### src/rtl/hazard_ctrl.sv
// Hazard controller for the five-stage xgriscv pipeline: operand forwarding, stall/flush/redirect
// generation, data-memory wait sequencing with timeout, and stall/redirect performance counters.
module hazard_ctrl #(
   parameter int unsigned MEM_TIMEOUT = 16,
   parameter int unsigned CNT_W       = 32
) (
   input  logic             clk,
   input  logic             reset,
   input  logic [4:0]       rs1D,
   input  logic [4:0]       rs2D,
   input  logic             users1D,
   input  logic             users2D,
   input  logic [4:0]       rs1E,
   input  logic [4:0]       rs2E,
   input  logic [4:0]       rdE,
   input  logic             regwriteE,
   input  logic             memtoregE,
   input  logic             pcsrcE,
   input  logic [4:0]       rdM,
   input  logic             regwriteM,
   input  logic             memtoregM,
   input  logic             jM,
   input  logic             memreqM,
   input  logic             memreadyM,
   input  logic [4:0]       rdW,
   input  logic             regwriteW,
   output logic [1:0]       forwardaE,
   output logic [1:0]       forwardbE,
   output logic             stallF,
   output logic             stallD,
   output logic             stallE,
   output logic             stallM,
   output logic             flushD,
   output logic             flushE,
   output logic             flushW,
   output logic             redirect,
   output logic             memerr,
   output logic [CNT_W-1:0] stall_cnt,
   output logic [CNT_W-1:0] redirect_cnt
);

   localparam int unsigned WaitW = (MEM_TIMEOUT < 2) ? 1 : $clog2(MEM_TIMEOUT + 1);

   typedef enum logic [0:0] {StRun, StMwait} stateT;

   stateT             state, stateNext;
   logic [WaitW-1:0]  waitCnt, waitCntNext;
   logic              memerrNext;
   logic              memPending, atLimit, memStall, redir, loadUse, timeout;

   function automatic logic [1:0] fwdSel(input logic [4:0] rs, input logic [4:0] rdMemI,
                                         input logic wrM, input logic ldM, input logic jalM,
                                         input logic [4:0] rdWbI, input logic wrW);
      logic [1:0] sel;
      sel = 2'b00;
      if (wrM && jalM && rdMemI != 5'd0 && rdMemI == rs) begin
         sel = 2'b11;
      end else if (wrM && !ldM && rdMemI != 5'd0 && rdMemI == rs) begin
         sel = 2'b10;
      end else if (wrW && rdWbI != 5'd0 && rdWbI == rs) begin
         sel = 2'b01;
      end
      return sel;
   endfunction

   assign memPending = memreqM && !memreadyM;
   assign atLimit    = (waitCnt == WaitW'(MEM_TIMEOUT));
   assign memStall   = memPending && !atLimit;
   // The limit is only reachable from MWAIT since RUN always holds a zero count.
   assign timeout    = (state == StMwait) && memPending && atLimit;
   assign redir      = pcsrcE && !memStall;
   assign loadUse    = regwriteE && memtoregE && rdE != 5'd0 &&
                       ((users1D && rdE == rs1D) || (users2D && rdE == rs2D));

   always_ff @(posedge clk) begin
      if (reset) begin
         state        <= StRun;
         waitCnt      <= '0;
         memerr       <= 1'b0;
         stall_cnt    <= '0;
         redirect_cnt <= '0;
      end else begin
         state   <= stateNext;
         waitCnt <= waitCntNext;
         memerr  <= memerrNext;
         if (stallF) begin
            stall_cnt <= stall_cnt + CNT_W'(1);
         end
         if (redirect) begin
            redirect_cnt <= redirect_cnt + CNT_W'(1);
         end
      end
   end

   always_comb begin
      stateNext   = StRun;
      waitCntNext = '0;
      memerrNext  = memerr;
      if (memStall) begin
         stateNext   = StMwait;
         waitCntNext = waitCnt + WaitW'(1);
      end
      if (timeout) begin
         memerrNext = 1'b1;
      end
   end

   always_comb begin
      forwardaE = 2'b00;
      forwardbE = 2'b00;
      stallF    = 1'b0;
      stallD    = 1'b0;
      stallE    = 1'b0;
      stallM    = 1'b0;
      flushD    = 1'b0;
      flushE    = 1'b0;
      flushW    = 1'b0;
      redirect  = 1'b0;
      if (!reset) begin
         forwardaE = fwdSel(rs1E, rdM, regwriteM, memtoregM, jM, rdW, regwriteW);
         forwardbE = fwdSel(rs2E, rdM, regwriteM, memtoregM, jM, rdW, regwriteW);
         if (memStall) begin
            stallF = 1'b1;
            stallD = 1'b1;
            stallE = 1'b1;
            stallM = 1'b1;
            flushW = 1'b1;
         end else if (redir) begin
            redirect = 1'b1;
            flushD   = 1'b1;
            flushE   = 1'b1;
         end else if (loadUse) begin
            stallF = 1'b1;
            stallD = 1'b1;
            flushE = 1'b1;
         end
      end
   end

endmodule

### config.mk
export PLATFORM = sky130hd
export DESIGN_NAME = hazard_ctrl
export DESIGN_NICKNAME = d
export VERILOG_FILES = /design/src/rtl/hazard_ctrl.sv
export SDC_FILE = /design/constraint.sdc
export NUM_CORES = 1
export LEC_CHECK = 0
export CAP_MARGIN = 40
export CORE_MARGIN = 4
export CORE_UTILIZATION = 27
export DETAILED_ROUTE_END_ITERATION = 6
export GPL_TIMING_DRIVEN = 0
export HOLD_SLACK_MARGIN = 0.1
export PLACE_DENSITY_LB_ADDON = 0.15
export RECOVER_POWER = 25
export SLEW_MARGIN = 10
export SYNTH_ARGS = -nofsm -noshare
export SYNTH_HDL_FRONTEND = slang
export SYNTH_SLANG_ARGS = --single-unit
### constraint.sdc
create_clock -name clk -period 5.22 [get_ports clk]
set_input_delay 1.044 -clock clk [delete_from_list [all_inputs] [get_ports clk]]
set_output_delay 1.044 -clock clk [all_outputs]
set_load 0.01 [all_outputs]
; Yosys cells after proc, flatten, opt, wreduce, memory -nomap -nowiden
; Cells that the tools add are included.
[word_totals]
register_bits = 71
inputBits = 48
out_inout_bits = 77
word_cells = 66
[classes]
n_addsub = 3
n_eq_ne = 7
mux = 20
bitwise = 1
n_reduce_logical = 30
[op_table]
columns = cell, count
row1 = 32-bit by 1-bit adder with 32-bit output (second input constant), 2
row2 = 5-bit equality test, 6
row3 = 1-bit logical AND, 21
row4 = 5-bit nonzero test, 3
row5 = 1-bit 2-to-1 mux, 14
row6 = 2-bit 2-to-1 mux, 6
row7 = 5-bit by 1-bit adder with 5-bit output (second input constant), 1
row8 = 5-bit equality test (second input constant), 1
row9 = 1-bit zero test, 4
row10 = 2-bit OR reduction, 1
row11 = 1-bit logical OR, 1
row12 = 1-bit NOT, 1

; Logic depth before layout (Yosys ltp)
[logic_depth]
ltp_word = 8
ltp_mapped = 9
mapped_depth_nobuf = 8

; Least setup slack after synthesis
; No wires, ideal clock.
[synth_timing]
path_type = input -> output
startpoint = input rdE[1]
endpoint = output stallF
arrival_time_ns = 2.424
required_ns = 4.176
slack_ns = 1.752
cell_stages = 6
n_path_buf = 1
path_cell_list = or4_1 -> o211ai_2 -> inv_1 -> a31oi_4 -> nor2_1 -> buf_4
[synth_between]
elab_chain_cells = 8
elab_cells_between_ends = 12
classes_between = 2 x eq/ne / 4 x mux / 6 x reduce/logical
[synth_rtl]
columns = item, line
row1 = "start, declared", 15  ; input logic [4:0] rdE,
row2 = 5-bit equality test, 73  ; ((users1D && rdE == rs1D) || (users2D && rdE == rs2D));
row3 = 1-bit logical AND, 73
row4 = 1-bit logical OR, 73
row5 = 1-bit logical AND (*), 72  ; assign loadUse = regwriteE && memtoregE && rdE != 5'd0 &&
row6 = 1-bit 2-to-1 mux (*) (4 in series), --
row7 = "end, declared", 29  ; output logic stallF,
; Mark *: on every way between the ends. The rest lies on a longest branch, timed or not.

; Worst setup path in the final report
[layout_timing]
startpoint = input memreadyM
endpoint = output stallE
[layout_between]
elab_chain_cells = 5
[layout_rtl]
columns = item, line
row1 = "start, declared", 24  ; input logic memreadyM,
row2 = 1-bit zero test, 66  ; assign memPending = memreqM && !memreadyM;
row3 = 1-bit logical AND, 66
row4 = 1-bit logical AND, 68  ; assign memStall = memPending && !atLimit;
row5 = 1-bit 2-to-1 mux, 122  ; if (memStall) begin
row6 = 1-bit 2-to-1 mux, 119  ; if (!reset) begin
row7 = "end, declared", 31  ; output logic stallE,
; No other way between the ends.

==> impl_metrics.env <==
export IMPL_p_leak_nw=1.998
export IMPL_synth_seq_cells=71
export IMPL_synth_seq_area_share=0.3679
export IMPL_cts_hold_buffers_added=0
export IMPL_die_height_um=127.6
export IMPL_layout_area_seq_sq_um=1421
export IMPL_via_count_of_the_first_global_routing_pass=3767
export IMPL_clkSinkCount=71
export IMPL_syn_area_per_cell_sq_um=8.682
export IMPL_cts_inserted_buffers=9
export IMPL_die_width_um=127.6
export IMPL_worst_path_max_fanout=7
export IMPL_synthesis_nets=497
export IMPL_gr_total_overflow=0
export IMPL_synth_enable_flop_cells=0
export IMPL_pin_count_of_the_biggest_net_entering_global_routing=12
export IMPL_drv_max_cap_violation_count=0
export IMPL_final_setup_tns_ns=0
export IMPL_fill_cells=1423
export IMPL_instance_count_along_the_most_critical_hold_path=1
export IMPL_ant_nets=0
export IMPL_avgViaCountPerCell=4.784
export IMPL_timing_clock_skew_ns=0.005669
export IMPL_synth_cell_types=48
export IMPL_route_vias_total=3655
export IMPL_post_cts_resize_count=0
export IMPL_synth_area_leader_cell="sky130_fd_sc_hd__dfxtp_1"
export IMPL_power_share_switching=0.2249
export IMPL_dieArea_sq_um=16290
export IMPL_totalWireLength_um=11260
export IMPL_timing_critical_path_slowest_cell_delay_ns=0.64
export IMPL_p_switching_uw=286.8
export IMPL_run_status="finished clean"
export IMPL_insertedDiodeCount=0
export IMPL_portBuffers=123
export IMPL_combinationalPowerShare=0.091
export IMPL_synth_area_sq_um=3864
export IMPL_site_rows=43
export IMPL_area_growth_syn_to_layout_pct=45.05
export IMPL_placedCellCount=748
export IMPL_antenna_violations_before_repair=0
export IMPL_finalNonFillerCells=764
export IMPL_global_route_wire_length_before_repair_um=18930
export IMPL_post_dp_hpwl_um=8716
export IMPL_synth_top_area_share=0.3679
export IMPL_clock_tree_htree_level_count=3
export IMPL_tightest_slew_ns=0.8302
export IMPL_drt_pre_antenna_iters=4
export IMPL_area_occupied_by_multi_input_gates_sq_um=2228
export IMPL_postSynthCellCount=445
export IMPL_num_io_pins=125
export IMPL_worst_ep_required_time_ns=4.18
export IMPL_hold_viol=0
export IMPL_clkSlewWorstSetupHoldPaths_ns=0.06
export IMPL_finalWeightedCongestion=0.8154
export IMPL_grt_setup_unrepaired="false"
export IMPL_clock_power_share=0.478
export IMPL_routed_wire_length_per_instance_um=14.73
export IMPL_synth_area_leaders="sky130_fd_sc_hd__dfxtp_1, sky130_fd_sc_hd__xor2_1, sky130_fd_sc_hd__xnor2_1"
export IMPL_cp_arrival_ns=3.64
export IMPL_power_density_nw_per_um2=227.6
export IMPL_timing_critical_path_slowest_stage_cell="sky130_fd_sc_hd__nor2_1"
export IMPL_setup_violations=0
export IMPL_crit_path_end_kind="output pin"
export IMPL_seq_power_share=0.431
export IMPL_coreArea_sq_um=13930
export IMPL_ir_worst_vdd_uv=157.1
export IMPL_min_delay_path_class="reg -> reg"
export IMPL_most_used_standard_cell_by_instance_count_after_synthesis="sky130_fd_sc_hd__dfxtp_1"
export IMPL_worst_r2r_path_depth=8
export IMPL_floorplan_initialDensity=0.2773
export IMPL_clockBufferDepth=2
export IMPL_synthArstFlopShare=0
export IMPL_internal_power_uw=988.6
export IMPL_layout_worst_path_cycle_share=0.8976
export IMPL_root_buffer="sky130_fd_sc_hd__clkbuf_16"
export IMPL_layout_cells_sized_above_1=0.1062
export IMPL_remaining_drc_errors=0
export IMPL_min_period_ns=4.686
export IMPL_critical_path_class="in -> out"
export IMPL_crit_path_cell_trace="dlygate4sd3_1 > nand2b_1 > nor2_1 > nand2_1 > inv_1 > buf_4 > clkdlybuf4s50_1"
export IMPL_cts_post_setup_buffers_inserted=0
export IMPL_cts_tree="built"
export IMPL_fin_nets=631
export IMPL_global_route_usage_over_all_layers=0.1438
export IMPL_slew_violations=0
export IMPL_startpoint_kind_of_the_worst_setup_timing_path="primary input"
export IMPL_worst_skew_pair_late_latency_ns=0.33
export IMPL_ys_warnings_count=0
export IMPL_fmax_mhz=213.4
export IMPL_ys_top_cells_by_count="sky130_fd_sc_hd__dfxtp_1, sky130_fd_sc_hd__nor2_1, sky130_fd_sc_hd__xor2_1"
export IMPL_postSynth_topFlopCell="sky130_fd_sc_hd__dfxtp_1"
export IMPL_worst_slew_margin_rel=0.4445
export IMPL_drtIter0Drc=139
## layout make-up
class,count,area share
buffer,24,0.02679
clock buffer,12,0.04398
clock inverter,4,0.008038
inverter,15,0.01005
multi-input combinational,335,0.3976
sequential,71,0.2536
tap,180,0.04019
timing repair buffer,123,0.2197
## sequential cells by signal, indices dropped and copies added, names as in the netlist
name,count
memerr,1
redirect_cnt,32
stall_cnt,32
state,1
waitCnt,5
## final timing paths
check,start,to,slack (ns)
worst max-delay path,memreadyM,stallE,0.53
worst min-delay path,waitCnt[0],waitCnt[0],0.46
worst max register to register,waitCnt[0],stall_cnt[11],2.53
worst min register to register,waitCnt[0],waitCnt[0],0.46
## critical path: cells and delay by family
family | cells | cell delay (ns)
buf+inv | 4 | 1.49
simple gates | 3 | 1.10
## cells by family after synthesis
| kind of cell | count (synthesis) | share of synthesized area |
|---|---|---|
| muxes | 1 | 0.002591 |
| buffers and inverters | 39 | 0.05343 |
| xor gates and xnor gates | 63 | 0.1428 |
| and+or+nand+nor | 190 | 0.2727 |
| AOI/OAI and AO/OA | 77 | 0.1477 |
| DFF | 71 | 0.3679 |
| adders and majority gates | 4 | 0.01295 |
## power groups by stage
stage          Clock [mW]  Combinational, mW  Sequential (mW)
2_1_floorplan           0             0.0492            0.561
3_3_place_gp            0              0.117            0.561
3_5_place_dp            0              0.118            0.561
4_1_cts             0.625              0.119            0.549
5_1_grt             0.646              0.127            0.549
6_report            0.610              0.116            0.549
## through the flow
stage / instance area (sq um) / util / hold WS, ns / total power, mW / setup slack [ns]
detailed placement: 5320 / 0.3818 / 0.4587 / 0.6793 / 0.6451
finish: 5604 / 0.4022 / 0.4647 / 1.275 / 0.5345
CTS: 5612 / 0.4027 / 0.4716 / 1.293 / 0.6343
global route: 5604 / 0.4022 / 0.5020 / 1.323 / 0.3898
global placement: 5320 / 0.3818 / 0.4497 / 0.6776 / 0.6639
floorplan: 3864 / - / 0.4297 / 0.6104 / 1.752
## layer usage
layer | part of all wire | track usage
met1 | 0.45 | 0.1811
met2 | 0.47 | 0.2344
met3 | 0.069 | 0.04724
met4 | 0.012 | 0.04307
met5 | 0 | 0
## layout by cell type (no fill, tap or decap), types with 2 or more instances in the layout
cell,synthesis,final
sky130_fd_sc_hd__dlygate4sd3_1,0,29
sky130_fd_sc_hd__nand4_1,17,17
sky130_fd_sc_hd__o32a_1,2,2
sky130_fd_sc_hd__buf_6,3,3
sky130_fd_sc_hd__a21oi_2,10,10
sky130_fd_sc_hd__clkinv_2,0,3
sky130_fd_sc_hd__or3_1,11,11
sky130_fd_sc_hd__and4_1,7,7
sky130_fd_sc_hd__a21oi_1,23,23
sky130_fd_sc_hd__nor2_1,43,44
sky130_fd_sc_hd__nand2b_1,2,2
sky130_fd_sc_hd__and2_1,3,3
sky130_fd_sc_hd__ha_1,4,4
sky130_fd_sc_hd__o31ai_1,11,11
sky130_fd_sc_hd__nand3_1,33,33
sky130_fd_sc_hd__dfxtp_1,71,71
sky130_fd_sc_hd__nor4_1,2,2
sky130_fd_sc_hd__clkdlybuf4s50_1,0,94
sky130_fd_sc_hd__xor2_1,42,42
sky130_fd_sc_hd__or4_2,3,3
sky130_fd_sc_hd__buf_4,4,4
sky130_fd_sc_hd__o21ai_1,9,9
sky130_fd_sc_hd__buf_2,5,5
sky130_fd_sc_hd__or3_2,7,7
sky130_fd_sc_hd__clkbuf_1,11,13
sky130_fd_sc_hd__o31ai_2,3,3
sky130_fd_sc_hd__o21ai_2,3,3
sky130_fd_sc_hd__nand2_1,22,22
sky130_fd_sc_hd__inv_1,15,15
sky130_fd_sc_hd__xnor2_1,21,21
sky130_fd_sc_hd__clkbuf_16,0,9
sky130_fd_sc_hd__nor3_1,9,9
sky130_fd_sc_hd__o21ai_0,9,9
sky130_fd_sc_hd__and3_1,9,9
sky130_fd_sc_hd__or4_1,14,14
No activity file was read; power rests on OpenSTA's default activity.
==> RTL change, RTL diff (same flow settings) <==
Change the parameter `CNT_W` from 32 to 48.
--- a/src/rtl/hazard_ctrl.sv
+++ b/src/rtl/hazard_ctrl.sv
@@ -4,3 +4,3 @@
    parameter int unsigned MEM_TIMEOUT = 16,
-   parameter int unsigned CNT_W       = 32
+   parameter int unsigned CNT_W       = 48
 ) (
Interface: changed (resized redirect_cnt and stall_cnt); port bits go from 125 to 157. No check against the original RTL was run, so the function may have changed too.
==> RTL change against the original RTL <==
  * Wire length grew 48%
  * Power grew 28%
  * Sequential share of layout area grew 1.8 points
  * Fmax shrank 6.5%
  * Cell area grew 35%
  * Area after synthesis grew 39%
  * Sequential cell count grew 32
  * Worst setup slack lost 0.33 ns
==> RTL change: results (changes against the original RTL) <==
[metrics] launch point of the critical path: rdE[0] (was memreadyM)
[metrics] r2r startpoint: stall_cnt[12]$_SDFFE_PP0P_ (was waitCnt[0]$_SDFF_PN0_)
[metrics] number of nets in the finished design: 875 (was 631)
[metrics] CP max stage cell: sky130_fd_sc_hd__clkdlybuf4s50_1 (was sky130_fd_sc_hd__nor2_1)
[metrics] Regs by FF count: redirect_cnt x48, stall_cnt x48, waitCnt x5 (was redirect_cnt x32, stall_cnt x32, waitCnt x5)
[metrics] half-perimeter wire length after detailed placement: 12.41 mm (was 8.716 mm)
[metrics] Critical Path Max Stage Delay: 0.48 ns (was 0.64 ns)
[metrics] worst-case clock buffer depth: 2 (unchanged)
[metrics] Inst Count DP: 1,077 (was 748)
[metrics] Area contributors post-synth: sky130_fd_sc_hd__dfxtp_1 (38%), sky130_fd_sc_hd__xor2_1 (7.6%), sky130_fd_sc_hd__nor2_1 (5.2%) (was sky130_fd_sc_hd__dfxtp_1 (37%), sky130_fd_sc_hd__xor2_1 (9.5%), sky130_fd_sc_hd__xnor2_1 (4.8%))
[metrics] worst ir drop on vdd: 146.1 uV (was 157.1 uV)
[metrics] commonest cells in the netlist: sky130_fd_sc_hd__dfxtp_1 (103), sky130_fd_sc_hd__nor2_1 (74), sky130_fd_sc_hd__a21oi_1 (50) (was sky130_fd_sc_hd__dfxtp_1 (71), sky130_fd_sc_hd__nor2_1 (43), sky130_fd_sc_hd__xor2_1 (42))
[metrics] clock-pin slew reported for the worst setup and hold paths after clock tree synthesis: 0.07 ns
[metrics] global-route wire length before repair: 27.00 mm (was 18.93 mm)
[metrics] initial antenna violation count: 0 (unchanged)
[metrics] Worst R2R Setup Slack: 2.63 ns (was 2.53 ns)
[metrics] data arrival time of the critical path: 3.97 ns (was 3.64 ns)
[metrics] result of the run: finished clean (unchanged)
[metrics] sequential-to-total area share from yosys stat: 38.32% (was 36.79%)
[metrics] share of post-route cells with drive strength above 1: 5.435% (was 10.62%)
[metrics] clock latency on the worst-skew pair: 0.36 ns (was 0.33 ns)
[metrics] total number of vias: 5,207 (was 3,655)
[metrics] total routing resource utilization after global routing: 15.15% (was 14.38%)
[metrics] fraction of power spent switching nets: 24.38% (was 22.49%)
[metrics] initial DRC count: 214 (was 139)
[metrics] number of I/O port buffers: 155 (was 123)
[metrics] number of distinct library cells after synthesis: 46 (was 48)
[metrics] vias per std cell: 4.764 (was 4.784)
[metrics] Post-Route Skew: 0.009935 ns (was 0.005669 ns)
[metrics] Max-slew headroom: 46.92% (was 44.45%)
[metrics] largest net degree at the start of global routing: 19 (was 12)
[metrics] number of diodes: 0 (unchanged)
[metrics] cells after synthesis: 657 (was 445)
[metrics] net count after synthesis: 709 (was 497)
[metrics] Leakage Power: 2.575 nW (was 1.998 nW)
[metrics] global placement routability congestion: 0.7738 (was 0.8154)
[metrics] Crit Path Max Fanout: 10 (was 7)
[metrics] Routed WL per cell: 15.26 um (was 14.73 um)
## RTL change: worst max-delay path, delay by kind of cell
family / cells / cell delay [ns]
compound gates: 2 / 0.61
buf+inv: 6 / 1.82
simple gates: 2 / 0.47
## RTL change: layout make-up
| type | instances | area [sq um] |
|---|---|---|
| Multi-Input combinational cell | 501 | 3093 |
| Clock inverter | 7 | 76.32 |
| Sequential cell | 103 | 2062 |
| Inverter | 17 | 63.81 |
| Fill cell | 2092 | 11950 |
| Tap cell | 265 | 331.6 |
| Timing Repair Buffer | 155 | 1551 |
| Buffer | 36 | 175.2 |
| Clock buffer | 9 | 225.2 |
## RTL change: path summary, 6_finish.rpt
check                           depth (start not counted)                          to
worst min register to register                          1       waitCnt[0]$_SDFF_PN0_
worst min-delay path                                    1       waitCnt[0]$_SDFF_PN0_
worst max register to register                          7  stall_cnt[47]$_SDFFE_PP0P_
worst max-delay path                                   10                      stallF
## RTL change: stage by stage
| step | TNS, ns | utilization, % | setup WS [ns] | instance area, sq um | hold WS (ns) |
|---|---|---|---|---|---|
| 2_1_floorplan | 0 | - | 1.424 | 5381 | 0.4297 |
| 3_3_place_gp | -0.07549 | 37.20 | -0.07549 | 7264 | 0.4507 |
| 3_5_place_dp | -0.05651 | 37.20 | -0.05651 | 7264 | 0.4546 |
| 4_1_cts | 0 | 38.78 | 0.04020 | 7572 | 0.4716 |
| 5_1_grt | 0 | 38.81 | 0.05083 | 7579 | 0.4903 |
| 6_report | 0 | 38.81 | 0.2072 | 7579 | 0.4640 |
## RTL change: kinds of logic (layout without fill, tap and decap cells)
kind of cell	Yosys count	after routing	synth area share, %
AOI/OAI and AO/OA	109	109	11.65
adders and majority gates	4	4	0.9301
xor gates and xnor gates	78	78	12.69
and+or+nand+nor	307	307	31.34
buffers and inverters	53	224	4.487
muxes	3	3	0.5813
DFF	103	103	38.32
## RTL change: metal layers
metal	track usage (%)	vias up	routed length, um
li1	-	2677	-
met1	19.19	2380	7572
met2	25.28	137	7797
met3	4.983	13	1175
met4	3.158	0	131
met5	0	-	0
## RTL change: power groups by stage
| stage | Clock (mW) | Combinational, mW | Sequential, mW |
|---|---|---|---|
| 2_1_floorplan | 0 | 0.0588 | 0.811 |
| 3_3_place_gp | 0 | 0.138 | 0.812 |
| 3_5_place_dp | 0 | 0.137 | 0.811 |
| 4_1_cts | 0.733 | 0.138 | 0.793 |
| 5_1_grt | 0.759 | 0.148 | 0.793 |
| 6_report | 0.701 | 0.135 | 0.793 |
## RTL change: repair_timing
action / 4_1_cts / 5_1_grt
cloned: 0 / 0
hold buffers: 0 / 0
setup endpoints to repair: 1 / 1
resized for setup: 1 / 3
pin swaps: 0 / 0
